--- config.mk ---
export PLATFORM = sky130hd
export DESIGN_NAME = tff_counter
export DESIGN_NICKNAME = d
export VERILOG_FILES = /design/src/rtl/tff_counter.sv
export SDC_FILE = /design/constraint.sdc
export NUM_CORES = 1
export LEC_CHECK = 0
export CAP_MARGIN = 20
export CORE_AREA = 2 2 39 41
export DETAILED_ROUTE_END_ITERATION = 7
export DIE_AREA = 0 0 41 43
export HOLD_SLACK_MARGIN = 0.1
export SETUP_SLACK_MARGIN = 0.02
export SLEW_MARGIN = 15
export SYNTH_ARGS = -nofsm -noshare
export SYNTH_HDL_FRONTEND = slang
export SYNTH_SLANG_ARGS = --single-unit
export TNS_END_PERCENT = 5
--- constraint.sdc ---
create_clock -name clk -period 1.74 [get_ports clk]
set_input_delay 0.348 -clock clk [delete_from_list [all_inputs] [get_ports clk]]
set_output_delay 0.348 -clock clk [all_outputs]
set_load 0.005 [all_outputs]
--- src/rtl/tff_counter.sv ---
// ----------------------------------------------------------------------------
// tff_counter: parametrised up/down counter built from WIDTH toggle stages.
// Each bit updates as q[i] <= q[i] ^ t[i]. The toggle vector t carries the
// binary carry/borrow chain, the terminal-state jump for short moduli, the
// saturate hold, and the parallel-load value.
// Latency: q and wrap update one clock edge after the inputs; tc and nq are
// combinational from q (tc also from up).
// Ports:
//   clk  - rising-edge clock
//   rst  - asynchronous active-high reset (q=RESET_VAL, wrap=0)
//   en   - count enable
//   up   - direction, 1 = increment, 0 = decrement
//   load - synchronous parallel load (beats en), value clamped to MODULUS-1
//   d    - load value
//   q    - current count, always in 0..MODULUS-1
//   nq   - bitwise complement of q
//   tc   - terminal count for the current direction
//   wrap - one-cycle pulse after an edge that wrapped the count
// ----------------------------------------------------------------------------
module tff_counter #(
   parameter int WIDTH     = 4,
   parameter int MODULUS   = 16,
   parameter bit SATURATE  = 1'b0,
   parameter int RESET_VAL = 0
) (
   input  logic             clk,
   input  logic             rst,
   input  logic             en,
   input  logic             up,
   input  logic             load,
   input  logic [WIDTH-1:0] d,
   output logic [WIDTH-1:0] q,
   output logic [WIDTH-1:0] nq,
   output logic             tc,
   output logic             wrap
);

   localparam logic [WIDTH-1:0] MAX_VAL    = WIDTH'(MODULUS - 1);
   localparam logic [WIDTH-1:0] RST_VAL    = WIDTH'(RESET_VAL);
   localparam logic [WIDTH-1:0] ZERO_VAL   = '0;
   // With a power-of-two modulus the natural carry/borrow already wraps.
   localparam bit               FULL_RANGE = (MODULUS == (1 << WIDTH));

   logic [WIDTH-1:0] r_q;
   logic             r_wrap;

   logic             w_at_max;
   logic             w_at_zero;
   logic             w_term;
   logic [WIDTH-1:0] w_t_inc;
   logic [WIDTH-1:0] w_t_dec;
   logic [WIDTH-1:0] w_load_val;
   logic [WIDTH-1:0] w_t;
   logic             w_wrap_nxt;

   assign w_at_max  = (r_q == MAX_VAL);
   assign w_at_zero = (r_q == ZERO_VAL);
   assign w_term    = up ? w_at_max : w_at_zero;

   // Binary toggle chains: a bit toggles on increment when every lower bit
   // is 1, and on decrement when every lower bit is 0.
   always_comb begin
      w_t_inc    = '0;
      w_t_dec    = '0;
      w_t_inc[0] = 1'b1;
      w_t_dec[0] = 1'b1;
      for (int i = 1; i < WIDTH; i++) begin
         w_t_inc[i] = w_t_inc[i-1] & r_q[i-1];
         w_t_dec[i] = w_t_dec[i-1] & ~r_q[i-1];
      end
   end

   // Load clamp. A full-range counter can represent every d, so no compare.
   generate
      if (FULL_RANGE) begin : g_load_full
         assign w_load_val = d;
      end else begin : g_load_clamp
         assign w_load_val = (d > MAX_VAL) ? MAX_VAL : d;
      end
   endgenerate

   // Toggle vector selection, priority load > en > hold.
   always_comb begin
      w_t        = '0;
      w_wrap_nxt = 1'b0;
      if (load) begin
         w_t = r_q ^ w_load_val;
      end else if (en) begin
         if (w_term && SATURATE) begin
            w_t = '0;
         end else if (w_term && !FULL_RANGE) begin
            // Short modulus: force the jump. Going up q==MAX -> 0 toggles
            // every set bit; going down q==0 -> MAX toggles MAX's set bits.
            w_t = up ? r_q : (r_q ^ MAX_VAL);
         end else begin
            w_t = up ? w_t_inc : w_t_dec;
         end
         w_wrap_nxt = w_term && !SATURATE;
      end
   end

   always_ff @(posedge clk or posedge rst) begin
      if (rst) begin
         r_q    <= RST_VAL;
         r_wrap <= 1'b0;
      end else begin
         r_q    <= r_q ^ w_t;
         r_wrap <= w_wrap_nxt;
      end
   end

   assign q    = r_q;
   assign nq   = ~r_q;
   assign tc   = w_term;
   assign wrap = r_wrap;

endmodule

**Yosys cells after proc, flatten, opt, wreduce, memory -nomap -nowiden**

Index checks and enable logic that the tools add are counted.

- Equal/unequal tests: 1
- Multiplexer cells: 6
- Bitwise operators: 10
- Reductions and logical operators: 1

Operators with widths:

| cell | number |
|---|---|
| $mux W4 | 3 |
| $xor A4 B4 Y4 | 2 |
| $and A1 B1 Y1 | 4 |
| $eq A4 B4 Y1 const B | 1 |
| $logic_not A4 Y1 | 1 |
| $not A4 Y4 | 1 |
| $mux W1 | 3 |
| $not A1 Y1 | 3 |

- Register bits: 5
- Input bits: 9
- Word-level logic and storage cells: 20

**Depth between registers and ports, before layout**

- Word-level depth: 7
- Gate-level depth with buffers: 4
- Depth with buffers taken out: 3

**Worst setup path after synthesis**

OpenSTA, ideal clock, no wires.

- Kind: flip-flop to flip-flop
- Start: register r_q[0] (netlist: q[0])
- End: register r_q[2] (netlist: q[2])
- Setup time: 126 ps
- Arrival: 1353 ps
- Required time: 1614 ps
- Path slack: 261 ps
- Cell stages (with the launch flop): 4
- Cell sequence: dfrtp_1 > buf_6 > or4b_4 > a311o_1

- Word-level cells in the longest chain between the ends: 6
- Elaborated cells on any way between the ends: 7
- Classes of those cells: mux: 3; bitwise: 4

Ends and longest elaborated chain:

| element | line | source |
|---|---|---|
| from (decl) | 44 | `logic [WIDTH-1:0] r_q;` |
| from (signal assigned) | 107 | `r_q <= r_q ^ w_t;` |
| $not A1 Y1 | 69 | `w_t_dec[i] = w_t_dec[i-1] & ~r_q[i-1];` |
| $and A1 B1 Y1 | 69 |  |
| $mux W4 (*) | 96 | `w_t = up ? w_t_inc : w_t_dec;` |
| $mux W4 (*) | 88 | `end else if (en) begin` |
| $mux W4 (*) | 86 | `if (load) begin` |
| $xor A4 B4 Y4 (*) | 107 |  |

Every way passes the cells marked *; elsewhere a longest branch is shown, timed or not.

**Worst setup path after layout**

Same ends and word-level chain as after synthesis.

==> flow_metrics.tcl <==
set metrics [dict create \
    die_h_um 43 \
    fin_crit_sh 0.999 \
    max_stage_delay_ps 520 \
    htreeDepth 1 \
    hold_viol_final 0 \
    syn_to_final_growth_pct 85.8 \
    grt_util_all_layers 0.121 \
    synthXorXnorAreaFrac 0.0509 \
    dp_hpwl_um 732 \
    timing.slew.headroom 0.833 \
    drive_gt1_frac 0.299 \
    drt-initial-drc-count 12 \
    ys_seq_area_frac 0.364 \
    clock_skew_ps 2.68 \
    gp_congestion 0.774 \
    syn_inst 38 \
    startpoint_type "flip-flop" \
    min_path_type "in2async" \
    rows 14 \
    fin_crit_ps 1740 \
    final_cells 83 \
    hold_slack_ps 314 \
    status "finished, final reports clean" \
    worst_pin_slew_ps 250 \
    rsz0062_at_grt "true" \
    grt_max_degree 8 \
    r2r-start "q[0]" \
    cap_violations 0 \
    postRouteAntennaNets 0 \
    clock_path_buffers 2 \
    slew_viol_final 0 \
    wl_per_cell_um 11.4 \
    yosysUniqueCellTypes 23 \
    netlist_area_um2 344 \
    initial_core_util 0.249 \
    cp_slowest_cell "or4b_4" \
    antenna_found_initial 0 \
    io_buffers 18 \
    cts_root_buffer "clkbuf_4" \
    required_ps 1920 \
    clock-sinks 5 \
    synth_fa_ha_area_frac 0 \
    synth_top_family_by_area "simple AND/OR/NAND/NOR gates" \
    utilization 0.462 \
    synth_seq_cells 5 \
    path_buf_inv 3 \
    viasPerCell 4.57 \
    num_antenna_cells 0 \
    cts.hold.buffers_added 0 \
    grt_overflow 0 \
    critPathLaunch "q[0]" \
    grt_pass1_wl_um 1400 \
    drt-total-wl_um 943 \
    setup_ws_ps 2.19 \
    crit_chain "buf_6 > buf_4 > buf_4 > or4b_4 > a211oi_2 > a311o_1" \
    clkTransAtPathRegs_ps 50 \
    fmax_mhz 575 \
    cts_buffers 3 \
    syn_nets 47 \
    nets 77 \
    ios 19 \
    synth_simple_gate_area_frac 0.295 \
    setup_tns_ps 0 \
    worstPathArrival_ps 1920 \
    clk_latency_ps 240 \
    die-width_um 41 \
    dp.cells 77 \
    worstSetupPathType "reg2reg" \
    grt_pass1_vias 344 \
    endpoint_kind "flip-flop" \
    setup_viol 0 \
    irDropWorstVdd_v 0.000335 \
    die_area_um2 1760 \
    synth.area.mux_share 0.0327 \
    crit_family "simple AND/OR/NAND/NOR gates" \
    cp_common_cell "buf_4" \
    synth-compound-area-share 0.142 \
    cts_tree "built" \
    core-area_um2 1380 \
    dr.pass1.iters 3 \
    p_leak_nw 0.305 \
    power_density_nw_per_um2 717 \
    synth.avg_cell_area_um2 9.05 \
    dpl_worst_slack_ps -404 \
    critical_path.max_fanout 4 \
    drc_errors 0 \
    synth_warnings 0 \
    num_vias 379 \
]
-- cell type report --
| type | count | area (µm²) |
|---|---|---|
| Clock buffer | 4 | 26.3 |
| Sequential cell | 5 | 125 |
| Fill cell | 139 | 744 |
| Multi-Input combinational cell | 25 | 194 |
| Timing Repair Buffer | 28 | 255 |
| Tap cell | 16 | 20.0 |
| Inverter | 5 | 18.8 |
-- path summary, 6_finish.rpt --
| path | to | slack [ps] | depth (start not counted) |
|---|---|---|---|
| worst max register to register | q[2] | 2 | 6 |
| worst min-delay path | q[3] | 310 | 2 |
| worst max-delay path | q[2] | 2 | 6 |
| worst min register to register | q[3] | 590 | 2 |
| max in group asynchronous | q[2] | 1240 | 2 |
| min in group clk | q[3] | 590 | 2 |
-- state kept, by name, summed over array words and instances (netlist names) --
register / flops
q: 4
wrap: 1
-- cells in the final DEF, fill, tap and decap left out, types with 2 or more instances in the layout --
cell	instances
xnor2_1	2
dlygate4sd2_1	3
dlymetal6s2s_1	2
dfrtp_1	5
nor2_1	3
clkdlybuf4s50_1	12
clkbuf_4	3
buf_4	9
nand2_1	2
o21ai_0	2
nand3_1	3
inv_1	5
-- per-layer routing --
layer / vias up / wire length [µm] / track usage
met5: - / 0 / 0
met4: 0 / 0 / 0.0800
met3: 0 / 35 / 0.0471
met2: 8 / 426 / 0.153
met1: 177 / 481 / 0.163
li1: 194 / - / -
-- what timing repair did --
item,4_1_cts,5_1_grt
setup buffers,2,0
pin swaps,1,3
resized for setup,7,4
endpoints found under the setup margin,1,4
-- power breakdown --
part / internal (mW) / switching (mW)
combinational: 0.110 / 0.0638
clock: 0.0869 / 0.0512
sequential: 0.130 / 0.0171
-- cell families (layout without fill, tap and decap cells) --
| logic type | Yosys count | after routing |
|---|---|---|
| xor gates and xnor gates | 2 | 2 |
| AOI/OAI and AO/OA | 6 | 6 |
| and+or+nand+nor | 16 | 16 |
| DFF | 5 | 5 |
| buffers and inverters | 8 | 37 |
| muxes | 1 | 1 |
-- cells in the mapped netlist, drive strengths merged --
master / n / share of area
dfrtp: 5 / 0.36
inv: 5 / 0.055
nand3: 3 / 0.044
nor2: 3 / 0.033
buf: 2 / 0.047
nand2: 2 / 0.022
o21ai: 2 / 0.029
xnor2: 2 / 0.051
a211o: 1 / 0.025
a211oi: 1 / 0.036
a22oi: 1 / 0.022
a311o: 1 / 0.029
and2: 1 / 0.022
and3b: 1 / 0.025
and4: 1 / 0.029
clkbuf: 1 / 0.015
mux2: 1 / 0.033
nand4: 1 / 0.018
nor3b: 1 / 0.022
nor4: 1 / 0.018
or4: 1 / 0.022
or4b: 1 / 0.040
-- stage by stage --
step	area [µm²]	power (mW)
final	639	0.459
after global routing	639	0.488
after CTS	631	0.466
after detailed placement	583	0.313
after global placement	583	0.310
after floorplan	344	0.209
Power figures use the tool's default switching activity.
